[src/rtl/pokey_key_scanner_if.sv]
// Keyboard scanner bus: SKCTL enable, matrix return lines, IRQST clear,
// and the scan/keycode/status outputs consumed by the POKEY register logic.
//   master : drives scan_en, kr1_L, kr2_L, irq_clr; observes scanner outputs
//   slave  : the scanner itself
interface pokey_key_scanner_if #(
  parameter int unsigned KEY_BITS = 6
);
  logic                scan_en;
  logic                kr1_L;
  logic                kr2_L;
  logic                irq_clr;
  logic [KEY_BITS-1:0] key_scan_L;
  logic [KEY_BITS-1:0] keycode;
  logic                shift;
  logic                key_depr;
  logic                key_irq;
  logic                overrun;

  modport master (
    output scan_en, kr1_L, kr2_L, irq_clr,
    input  key_scan_L, keycode, shift, key_depr, key_irq, overrun
  );

  modport slave (
    input  scan_en, kr1_L, kr2_L, irq_clr,
    output key_scan_L, keycode, shift, key_depr, key_irq, overrun
  );
endinterface

[src/rtl/pokey_key_scanner.sv]
// POKEY keyboard matrix scanner: free-running slot scan, two-visit
// debounce FSM, keycode/shift latch, key-depressed status and a sticky
// key interrupt with overrun detection.
// Ports:
//   o2   - phase-2 clock, all logic on rising edge
//   rst  - synchronous active-high reset
//   bus  - pokey_key_scanner_if.slave (scan_en, kr1_L, kr2_L, irq_clr in;
//          key_scan_L, keycode, shift, key_depr, key_irq, overrun out)
// Optional: define KEY_REPEAT_EN to enable auto-repeat while a key is held
// (first repeat after REPEAT_DELAY visits, then every REPEAT_RATE visits;
// requires 1 <= REPEAT_RATE <= REPEAT_DELAY).
module pokey_key_scanner #(
  parameter int unsigned KEY_BITS     = 6,
  parameter int unsigned SCAN_DIV     = 4,
  parameter int unsigned SHIFT_SLOT   = 0,
  parameter int unsigned REPEAT_DELAY = 20,
  parameter int unsigned REPEAT_RATE  = 4
) (
  input  logic                  o2,
  input  logic                  rst,
  pokey_key_scanner_if.slave    bus
);

  localparam int unsigned DIV_W = (SCAN_DIV > 1) ? $clog2(SCAN_DIV) : 1;

  // Elaboration-time parameter sanity check
  if (SCAN_DIV < 1 || REPEAT_RATE < 1 || REPEAT_RATE > REPEAT_DELAY) begin : g_param_check
    $error("pokey_key_scanner: illegal SCAN_DIV/REPEAT_RATE/REPEAT_DELAY");
  end

  typedef enum logic [1:0] {IDLE, CONFIRM, HELD, RELEASE} state_t;

  state_t              state, state_nxt;
  logic [DIV_W-1:0]    div, div_nxt;
  logic [KEY_BITS-1:0] scan_cnt, scan_nxt;
  logic [KEY_BITS-1:0] cand, cand_nxt;
  logic [KEY_BITS-1:0] key_scan_q, keycode_q;
  logic                shift_smp, shift_q, key_depr_q, key_irq_q, overrun_q;
  logic                tick, at_cand, latch, depr_nxt;

`ifdef KEY_REPEAT_EN
  localparam int unsigned RPT_W = $clog2(REPEAT_DELAY + 1);
  logic [RPT_W-1:0]    rpt_cnt, rpt_nxt;
`endif

  // Slot timing: tick closes each slot; scan is frozen at slot 0 while disabled
  assign tick    = bus.scan_en && (div == DIV_W'(SCAN_DIV - 1));
  assign at_cand = (scan_cnt == cand);
  assign div_nxt  = (!bus.scan_en || tick) ? '0 : div + DIV_W'(1);
  assign scan_nxt = !bus.scan_en ? '0 : (tick ? scan_cnt + KEY_BITS'(1) : scan_cnt);

  // Debounce FSM: a key must read pressed on two consecutive visits to its slot
  always_comb begin
    state_nxt = state;
    cand_nxt  = cand;
    depr_nxt  = key_depr_q;
    latch     = 1'b0;
`ifdef KEY_REPEAT_EN
    rpt_nxt   = rpt_cnt;
`endif
    if (!bus.scan_en) begin
      state_nxt = IDLE;
      depr_nxt  = 1'b0;
    end else if (tick) begin
      case (state)
        IDLE: begin
          if (!bus.kr1_L) begin
            cand_nxt  = scan_cnt;
            state_nxt = CONFIRM;
          end
        end
        CONFIRM: begin
          if (at_cand) begin
            if (!bus.kr1_L) begin
              latch     = 1'b1;
              depr_nxt  = 1'b1;
              state_nxt = HELD;
            end else begin
              state_nxt = IDLE;
            end
          end
        end
        HELD: begin
          // Other slots are ignored: the first key wins until released
          if (at_cand) begin
            if (bus.kr1_L) begin
              state_nxt = RELEASE;
            end
`ifdef KEY_REPEAT_EN
            else if (rpt_cnt == RPT_W'(REPEAT_DELAY - 1)) begin
              latch   = 1'b1;
              // Reload so the next repeat lands REPEAT_RATE visits later
              rpt_nxt = RPT_W'(REPEAT_DELAY - REPEAT_RATE);
            end else begin
              rpt_nxt = rpt_cnt + RPT_W'(1);
            end
`endif
          end
        end
        RELEASE: begin
          if (at_cand) begin
            if (bus.kr1_L) begin
              depr_nxt  = 1'b0;
              state_nxt = IDLE;
            end else begin
              state_nxt = HELD;
            end
          end
        end
        default: state_nxt = IDLE;
      endcase
    end
`ifdef KEY_REPEAT_EN
    if (state_nxt != HELD) rpt_nxt = '0;
`endif
  end

  // State and datapath registers
  always_ff @(posedge o2) begin
    if (rst) begin
      state      <= IDLE;
      div        <= '0;
      scan_cnt   <= '0;
      cand       <= '0;
      key_scan_q <= '1;
      shift_smp  <= 1'b0;
      keycode_q  <= '0;
      shift_q    <= 1'b0;
      key_depr_q <= 1'b0;
      key_irq_q  <= 1'b0;
      overrun_q  <= 1'b0;
`ifdef KEY_REPEAT_EN
      rpt_cnt    <= '0;
`endif
    end else begin
      state      <= state_nxt;
      div        <= div_nxt;
      scan_cnt   <= scan_nxt;
      cand       <= cand_nxt;
      key_scan_q <= ~scan_nxt;
      key_depr_q <= depr_nxt;
`ifdef KEY_REPEAT_EN
      rpt_cnt    <= rpt_nxt;
`endif
      if (tick && scan_cnt == KEY_BITS'(SHIFT_SLOT)) shift_smp <= ~bus.kr2_L;
      if (latch) begin
        keycode_q <= cand;
        shift_q   <= shift_smp;
      end
      // A latch in the same cycle as irq_clr takes priority
      if (latch) begin
        key_irq_q <= 1'b1;
        if (key_irq_q) overrun_q <= 1'b1;
      end else if (bus.irq_clr) begin
        key_irq_q <= 1'b0;
        overrun_q <= 1'b0;
      end
    end
  end

  assign bus.key_scan_L = key_scan_q;
  assign bus.keycode    = keycode_q;
  assign bus.shift      = shift_q;
  assign bus.key_depr   = key_depr_q;
  assign bus.key_irq    = key_irq_q;
  assign bus.overrun    = overrun_q;

endmodule

[src/flat_wrapper.sv]
// flat-port wrapper written by rule: the top's interface ports become plain ports
module pokey_key_scanner_flat 
#(
  parameter int unsigned KEY_BITS     = 6,
  parameter int unsigned SCAN_DIV     = 4,
  parameter int unsigned SHIFT_SLOT   = 0,
  parameter int unsigned REPEAT_DELAY = 20,
  parameter int unsigned REPEAT_RATE  = 4
)
  (o2, rst, bus_scan_en, bus_kr1_L, bus_kr2_L, bus_irq_clr, bus_key_scan_L, bus_keycode, bus_shift, bus_key_depr, bus_key_irq, bus_overrun);
  pokey_key_scanner_if #(.KEY_BITS(KEY_BITS)) bus_i ();
  input  logic o2;
  input  logic rst;
  input wire logic [$bits(bus_i.scan_en)-1:0] bus_scan_en;
  input wire logic [$bits(bus_i.kr1_L)-1:0] bus_kr1_L;
  input wire logic [$bits(bus_i.kr2_L)-1:0] bus_kr2_L;
  input wire logic [$bits(bus_i.irq_clr)-1:0] bus_irq_clr;
  output wire logic [$bits(bus_i.key_scan_L)-1:0] bus_key_scan_L;
  output wire logic [$bits(bus_i.keycode)-1:0] bus_keycode;
  output wire logic [$bits(bus_i.shift)-1:0] bus_shift;
  output wire logic [$bits(bus_i.key_depr)-1:0] bus_key_depr;
  output wire logic [$bits(bus_i.key_irq)-1:0] bus_key_irq;
  output wire logic [$bits(bus_i.overrun)-1:0] bus_overrun;
  assign bus_i.scan_en = bus_scan_en;
  assign bus_i.kr1_L = bus_kr1_L;
  assign bus_i.kr2_L = bus_kr2_L;
  assign bus_i.irq_clr = bus_irq_clr;
  assign bus_key_scan_L = bus_i.key_scan_L;
  assign bus_keycode = bus_i.keycode;
  assign bus_shift = bus_i.shift;
  assign bus_key_depr = bus_i.key_depr;
  assign bus_key_irq = bus_i.key_irq;
  assign bus_overrun = bus_i.overrun;
  pokey_key_scanner #(.KEY_BITS(KEY_BITS), .SCAN_DIV(SCAN_DIV), .SHIFT_SLOT(SHIFT_SLOT), .REPEAT_DELAY(REPEAT_DELAY), .REPEAT_RATE(REPEAT_RATE)) u_core (.o2(o2), .rst(rst), .bus(bus_i));
endmodule
[config.mk]
export PLATFORM = sky130hd
export DESIGN_NAME = pokey_key_scanner_flat
export DESIGN_NICKNAME = d
export VERILOG_FILES = /design/src/rtl/pokey_key_scanner_if.sv /design/src/rtl/pokey_key_scanner.sv /design/src/flat_wrapper.sv
export SDC_FILE = /design/constraint.sdc
export NUM_CORES = 1
export LEC_CHECK = 0
export ABC_CLOCK_PERIOD_IN_PS = 1900
export BUFFER_PORTS_ARGS = -buffer_cell sky130_fd_sc_hd__buf_2
export CORE_MARGIN = 2
export CORE_UTILIZATION = 49
export DETAILED_ROUTE_END_ITERATION = 8
export PLACE_DENSITY = 0.74
export RECOVER_POWER = 25
export SLEW_MARGIN = 15
export SYNTH_ARGS = -nofsm -noshare
export SYNTH_HDL_FRONTEND = slang
export SYNTH_SLANG_ARGS = --single-unit
[constraint.sdc]
create_clock -name o2 -period 1.9 [get_ports o2]
set_input_delay 0.285 -clock o2 [delete_from_list [all_inputs] [get_ports o2]]
set_output_delay 0.285 -clock o2 [all_outputs]
set_load 0.005 [all_outputs]
==> qor.txt, run 1 <==
Post-synthesis sequential area ratio = 49.3%
Yosys warns = 0
Worst endpoint required time = 2.11 ns
Slew Viols, Final = 0
GPL Wtd Cong = 0.817
Syn avg cell area = 9.23 sq um
Max IR drop VDD = 0.611 mV
Worst min path class = in -> reg
Num CTS Buffers = 5
Share of cells above drive strength 1 = 21.1%
Postcts setup bufs = 0
Ranking of synthesized cells by area = dfxtp_1 (49%), mux2i_1 (5.2%), xnor2_1 (5.2%), nor2_1 (3.6%), a21oi_1 (3.4%)
M1 wire length = 1240 um
Status = finished clean
WL met2 = 1360 um
Die width = 56.3 um
1st-iter DRT viols = 17
Tcrit/Tclk final = 90.2%
Starting Density = 53.1%
CP max FO = 9
Most frequent cells in the layout = dfxtp_1 (33), buf_2 (18), nor2_1 (13)
Post-Synthesis Cells = 145
Hold Crit Start = bus_kr1_L
Gr usage total = 20.3%
Crit path capture type = flip-flop
DRC = 0
Worst reg2reg setup slack = 0.19 ns
N_diodes = 0
Reg clk slew, reported paths = 0.09 ns
Worst-Skew Late Latency = 0.33 ns
I/O Pins = 22
Detailed-route via count = 1078
Wirelength per Cell = 13.8 um
Crit. Startpoint = u_core.div[0]
Die area = 0.00317 sq mm
Critical path's slowest cell = or4_4
CTS hold repair buffers = 0
RR Startpoint = u_core.div[0]
Port Buffers = 21
Worst path cell trace = ha_1 -> and2_1 -> o2111ai_2 -> or4_4 -> o21ai_1 -> a21oi_1
Grt ovf = 0
# H-tree levels = 2
Hold Fails Final Rpt = 0
Largest net degree at the start of global routing = 20
Clock Path Buffers = 2
CTS Sinks = 33
Tmin final = 1.71 ns
Uppermost layer routed = met4
Hold Path Depth = 2
Root buf cell = clkbuf_4
Max Cap Violations = 0
Post-Syn Nets = 154
Post-DRT Antenna Nets = 0
Crit path kind = reg -> reg
Core Rows = 18
Number of synthesized flops with an enable pin = 0
Crit path DAT = 1.93 ns
Drt total wl = 2770 um
Endpoints failing setup = 0
Drt pass-1 iters = 4
First-pass GRT wire length = 4910 um
Cts repair resizes = 0
Fmax = 0.584 GHz
Worst slew pin tran = 0.501 ns
P&R area growth vs syn = 15.0%
Largest area contributor in the netlist = dfxtp_1
Via/cell ratio = 5.36
Final TNS setup = 0 ns
Initial antenna violation count = 0
P_leak = 0.561 nW
Seq cells post-synth = 33
Leading cell type in the layout, fill and taps excluded = dfxtp_1
Worst-case reg-to-reg path depth = 6
DR WL met3 = 113 um
Pwr Density = 692 mW/mm^2
Final-stage net count = 181
Die Y-Extent = 56.3 um
Number of distinct library cells after synthesis = 32
Slowest Stage Delay on Critical Path = 0.51 ns
CTS tree = done
Share of the synthesized area in the top cell type = 49.3%
Mapped Area = 0.00134 sq mm
Post-DP HPWL = 2110 um
Ys flop type = dfxtp_1
Fin Clk Skew = 0.00770 ns
Core area = 0.00252 sq mm
Vias in the first global route = 1112
Worst setup SP type = flip-flop
Post-synth ARST share = 0%
RSZ-0062 raised after global routing = no
R2r endpoint = u_core.bus.keycode[5]
Max-slew headroom at the worst pin = 66.5%
Final WS setup = 0.187 ns
Pre-CTS setup slack = 0.0614 ns
-- sequential cells by signal (all words and copies together), names as in the netlist, named ones only --
register,count
u_core.scan_cnt,6
u_core.bus.key_depr,1
u_core.bus.key_irq,1
u_core.bus.overrun,1
u_core.cand,6
u_core.div,2
u_core.bus.shift,1
u_core.state,1
u_core.shift_smp,1
u_core.bus.keycode,6
u_core.bus.key_scan_L,6
-- power breakdown --
group / internal [mW] / switching (mW)
clock: 0.128 / 0.212
sequential: 0.693 / 0.00124
combinational: 0.00970 / 0.0217
-- how the worst max path moves through the flow --
stage | slack (ns) | end
after floorplan | 0.1 | u_core.bus.keycode[0]
after global placement | 0.16 | u_core.bus.keycode[4]
after detailed placement | 0.06 | u_core.bus.keycode[5]
after CTS | 0.04 | u_core.bus.keycode[5]
after global routing | 0.06 | u_core.cand[2]
final | 0.19 | u_core.bus.keycode[5]
-- synthesized netlist by cell type (4+ instances only) --
library cell and n:
nand3_1 7, xnor2_1 8, mux2i_1 7, nor3_1 4
o21ai_1 8, nand2b_1 5, inv_1 10, nand2_1 6
nor2_1 13, a21oi_1 9, clkbuf_1 6, dfxtp_1 33
-- layer usage --
layer  GRT usage, %  up-vias
met2           34.1       16
li1               -      542
met3           6.22        5
met4           9.18        0
met5              0        -
met1           23.5      515
-- final cells by class --
type / instances / area [sq um]
Tap cell: 30 / 37.5
Clock buffer: 5 / 37.5
Sequential cell: 33 / 661
Clock inverter: 1 / 5.00
Timing Repair Buffer: 29 / 158
Multi-Input combinational cell: 93 / 604
Fill cell: 226 / 982
Inverter: 10 / 37.5
-- worst max-delay path: cells and delay by family, from the launching register on --
kind | cells | cell delay (ns)
and+or+nand+nor | 2 | 0.68
AOI/OAI and AO/OA | 3 | 0.39
DFF | 1 | 0.35
adders and majority gates | 1 | 0.18
-- cell families after synthesis --
| logic type | after synthesis | share of synthesized area [%] |
|---|---|---|
| AND/OR/NAND/NOR | 48 | 19.0 |
| flip-flops | 33 | 49.3 |
| AO/OA/AOI/OAI | 26 | 12.0 |
| buffers and inverters | 19 | 5.79 |
| XOR/XNOR | 9 | 5.89 |
| multiplexers | 7 | 5.23 |
| adder cells (fa/ha/maj) | 3 | 2.80 |
-- stage by stage --
| step | hold slack [ns] | cell area, sq um | util (%) | instances | power (mW) |
|---|---|---|---|---|---|
| 6_report | 0.195 | 1540 | 61.1 | 201 | 1.07 |
| 5_1_grt | 0.204 | 1540 | 61.1 | 201 | 1.11 |
| 4_1_cts | 0.183 | 1540 | 61.2 | 201 | 1.08 |
| 3_5_place_dp | 0.431 | 1500 | 59.5 | 195 | 0.742 |
| 3_3_place_gp | 0.412 | 1500 | 59.5 | 195 | 0.741 |
| 2_1_floorplan | 0.375 | 1340 | - | 145 | 0.731 |
Power figures use the tool's default switching activity.
==> inputs of run 2 (changes only) <==
CORE_UTILIZATION = 30   (was 49)
CTS_CLUSTER_DIAMETER = 120   (was not set)
PLACE_DENSITY = not set   (was 0.74)
==> run 2 against run 1 <==
  * Cell area increased by 5.5%
  * Sequential share of layout area decreased by 2.2 points
  * Via count decreased by 2.0%
  * Non-clock buffer count increased by 2
  * Clock power increased by 49%
  * Critical endpoint is now u_core.cand[5]
==> qor.txt, run 2 (synthesis results as in run 1) <==
Slowest Stage Delay on Critical Path = 0.34 ns
Worst-Skew Late Latency = 0.29 ns
Endpoints failing setup = 0
Crit path DAT = 1.83 ns
Drt pass-1 iters = 4
Total power = 1.24 mW
Cell Count, Final, Fillers Out = 227
Fmax = 0.600 GHz
Starting Density = 31.0%
Most frequent cells in the layout = dfxtp_1 (33), buf_2 (20), nor2_1 (13)
DRC = 0
Core area = 0.00432 sq mm
Post-Place Cells = 219
N_diodes = 0
Die Y-Extent = 70.8 um
Largest net degree at the start of global routing = 20
CP Capture Point = u_core.cand[5]
Fin Clk Skew = 0.00424 ns
Final TNS setup = 0 ns
GR Util met1 = 15.7%
Post-DP HPWL = 2060 um
Tmin final = 1.67 ns
Worst Path Buf+Inv = 1
I/O Pins = 22
Met3 Use GR = 4.56%
Final-stage net count = 183
Vias in the first global route = 1028
Status = finished clean
Root buf cell = clkbuf_8
Worst hold slack = 0.243 ns
P_leak = 0.595 nW
Tcrit/Tclk final = 87.8%
Grt ovf = 0
Cts repair resizes = 0
Pwr Density = 760 mW/mm^2
Leading cell type in the layout, fill and taps excluded = dfxtp_1
Core Rows = 24
Reg clk slew, reported paths = 0.07 ns
Share of cells above drive strength 1 = 23.4%
Die area = 0.00501 sq mm
Worst setup SP type = flip-flop
Port Buffers = 21
Worst reg2reg setup slack = 0.23 ns
Post-DRT Antenna Nets = 0
1st-iter DRT viols = 50
RSZ-0062 raised after global routing = no
Gr usage total = 12.5%
GPL Wtd Cong = 0.849
# H-tree levels = 2
Clock Path Buffers = 2
Wirelength per Cell = 12.4 um
First-pass GRT wire length = 4810 um
Worst-case reg-to-reg path depth = 6
Drt total wl = 2810 um
CTS hold repair buffers = 0
Worst slew pin tran = 0.450 ns
Gr busiest metal = met2
CP max FO = 6
Postcts setup bufs = 0
Crit path max-delay family = simple AND/OR/NAND/NOR gates
Max Cap Violations = 0
Crit. Startpoint = u_core.div[0]
Worst min path class = in -> reg
Initial antenna violation count = 0
P&R area growth vs syn = 21.4%
Crit path kind = reg -> reg
Hold Fails Final Rpt = 0
Max IR drop VDD = 0.296 mV
Via/cell ratio = 4.65
Worst path cell trace = ha_1 -> clkbuf_1 -> nand2_1 -> nor3_4 -> mux2i_1 -> nor2_1
Num CTS Buffers = 5
Detailed-route via count = 1056
Slew Viols, Final = 0
Die width = 70.8 um
Met2 usage = 19.0%
Worst path depth = 6
Worst endpoint required time = 2.06 ns
R2r endpoint = u_core.cand[5]
Crit path capture type = flip-flop
CTS Sinks = 33
CTS tree = done
Critical path's slowest cell = nor3_4
Max-slew headroom at the worst pin = 69.9%
RR Startpoint = u_core.div[0]
-- run 2: cell count changes in the layout (fill, tap and decap cells not counted), sizes merged --
| cell | delta |
|---|---|
| clkbuf | -1 |
| clkinv | +1 |
| buf | +4 |
-- run 2: routing by layer --
layer | vias to the layer above | part of all wire [%]
met3 | 6 | 5.2
met2 | 16 | 46
met1 | 489 | 47
met5 | - | 0
met4 | 0 | 2.3
li1 | 545 | -
-- run 2: how the worst min path moves through the flow --
stage             startpoint             to  slack, ns  cells after the start
5_1_grt            bus_kr1_L      flip-flop       0.25                      2
3_5_place_dp   u_core.div[0]  u_core.div[0]       0.42                      1
4_1_cts            bus_kr1_L      flip-flop       0.24                      2
6_report           bus_kr1_L      flip-flop       0.24                      2
2_1_floorplan      bus_kr1_L      flip-flop       0.38                      1
3_3_place_gp   u_core.div[0]  u_core.div[0]       0.41                      1
-- run 2: cell type report --
cell class                 instances  area, sq um
fill                             479         2700
sequential                        33          661
multi-input combinational         93          604
timing repair buffer              31          175
clock buffer                       6         72.6
tap                               52         65.1
inverter                          10         37.5
clock inverter                     2         10.0
-- run 2: power by group --
part           internal, mW  total [mW]  switching, mW
logic                0.0110      0.0336         0.0226
registers             0.694       0.695        0.00100
clock network         0.254       0.507          0.254
total                 0.958        1.24          0.277
-- run 2: through the flow --
stage	utilization [%]	worst slack [ns]	area (sq um)
final	37.6	0.233	1630
after global routing	37.6	0.0428	1630
after CTS	37.6	0.0898	1630
after detailed placement	35.7	0.103	1540
after global placement	35.7	0.134	1540
after floorplan	-	0.0952	1340
==> inputs of run 3 (changes only) <==
ABC_AREA = 0   (was not set)
CORE_UTILIZATION = 49   (was 30)
PLACE_DENSITY = 0.74   (was not set)
REMOVE_ABC_BUFFERS = 1   (was not set)
==> run 3 against run 2 <==
  * Sequential share of layout area grew 2.0 points
  * Sequential power barely moved
  * Die area is 37% lower
  * Count of clock-buffer cells in the layout is 1 higher
  * Maximum frequency is 0.69% lower
  * Non-clock buffer count fell by 3
  * Setup slack got worse by 0.012 ns
  * Cell count fell by 11%
  * Total power fell by 9.6%
  * Critical endpoint is now u_core.bus.keycode[1]
==> qor.txt, run 3 (synthesis results as in run 1) <==
Max Cap Violations = 0
Most frequent cells in the layout = dfxtp_1 (33), buf_2 (20), nor2_1 (13)
Die area = 0.00317 sq mm
Post-DP HPWL = 1980 um
CTS Sinks = 33
CTS tree = done
Placed Instance Area = 0.00149 sq mm
Crit path DAT = 1.89 ns
Clock Path Buffers = 2
GPL Wtd Cong = 0.872
Gr busiest metal = met2
Met2 usage = 28.2%
Root buf cell = clkbuf_4
I/O Pins = 22
Status = finished clean
Grt ovf = 0
GR Util met1 = 20.7%
Core Util, Final = 61.4%
Tmin final = 1.68 ns
Slew Viols, Final = 0
Max IR drop VDD = 0.727 mV
First-pass GRT wire length = 4480 um
Detailed-route via count = 1106
Via/cell ratio = 5.50
Die width = 56.3 um
Pwr Density = 721 mW/mm^2
Worst path cell trace = ha_1 -> and2_1 -> o2111ai_2 -> or4_4 -> o21ai_1 -> a21oi_1
RSZ-0062 raised after global routing = no
Tcrit/Tclk final = 88.4%
Vias in the first global route = 1066
Post-DRT Antenna Nets = 0
Crit path kind = reg -> reg
P_leak = 0.566 nW
Drt total wl = 2620 um
Post-Place Cells = 194
Worst reg2reg setup slack = 0.22 ns
Fmax = 0.596 GHz
Worst slew pin tran = 0.467 ns
Wirelength per Cell = 13.0 um
Num CTS Buffers = 5
Slowest Stage Delay on Critical Path = 0.52 ns
Crit path max-delay family = simple AND/OR/NAND/NOR gates
1st-iter DRT viols = 22
Max-slew headroom at the worst pin = 68.8%
N_diodes = 0
Fin Clk Skew = 0.00349 ns
P&R area growth vs syn = 15.6%
Initial antenna violation count = 0
Core Rows = 18
Worst Path Buf+Inv = 0
Leading cell type in the layout, fill and taps excluded = dfxtp_1
CTS hold repair buffers = 0
Worst min path class = in -> reg
Starting Density = 53.1%
Final TNS setup = 0 ns
Core area = 0.00252 sq mm
# H-tree levels = 2
Endpoints failing setup = 0
Reg clk slew, reported paths = 0.09 ns
Critical path's slowest cell = or4_4
Largest net degree at the start of global routing = 20
Worst hold slack = 0.179 ns
Worst setup SP type = flip-flop
Gr usage total = 18.5%
Drt pass-1 iters = 4
Met3 Use GR = 5.30%
Port Buffers = 21
Share of cells above drive strength 1 = 21.6%
Final-stage net count = 180
Worst endpoint required time = 2.11 ns
CP max FO = 9
Hold Fails Final Rpt = 0
Cell Count, Final, Fillers Out = 201
DRC = 0
Post-route cell area = 0.00155 sq mm
Worst-Skew Late Latency = 0.33 ns
Die Y-Extent = 56.3 um
Crit path capture type = flip-flop
==> run 3: cell types whose count changed in the layout (fill, tap and decap cells not counted) <==
| cell | before | now |
|---|---|---|
| clkbuf_8 | 5 | 1 |
| clkinv_2 | 2 | 0 |
| clkbuf_4 | 0 | 5 |
| buf_4 | 9 | 6 |
==> run 3: where the power goes <==
part	total [mW]	switching [mW]	internal (mW)
clock	0.392	0.217	0.174
sequential	0.694	0.00116	0.693
combinational	0.0305	0.0210	0.00958
total	1.12	0.239	0.877
==> run 3: what timing repair did <==
action / 4_1_cts / 5_1_grt
gates resized for setup: 0 / 1
setup endpoints to repair: 0 / 1
setup buffers: 0 / 0
==> run 3: metrics by stage <==
step	setup WS [ns]	total power [mW]
finish	0.221	1.12
detailed placement	0.0891	0.742
floorplan	-0.318	0.725
CTS	0.0726	1.14
global placement	0.171	0.741
global route	0.0850	1.17
==> run 3: worst reg2reg max path, stage by stage (launching register included) <==
cell and delay, ns:
dfxtp_1 0.35, ha_1 0.16, and2_1 0.15, o2111ai_2 0.15, or4_4 0.52, o21ai_1 0.16
a21oi_1 0.08
==> run 3: layout make-up <==
cell class,count,area (sq um)
fill,234,975
sequential,33,661
multi-input combinational,93,604
timing repair buffer,28,153
clock buffer,7,55.1
inverter,10,37.5
tap,30,37.5
==> run 3: per-layer routing <==
layer / up-vias / share of wire, %
li1: 546 / -
met1: 509 / 43
met2: 34 / 47
met3: 17 / 5.0
met4: 0 / 4.7
met5: - / 0
==> run 3: final timing paths <==
kind                                     from                    end  cells past startpoint
worst min-delay path                bus_kr1_L              flip-flop                      2
worst min register to register  u_core.div[0]          u_core.div[0]                      1
worst max register to register  u_core.div[0]  u_core.bus.keycode[1]                      6
worst max-delay path            u_core.div[0]  u_core.bus.keycode[1]                      6
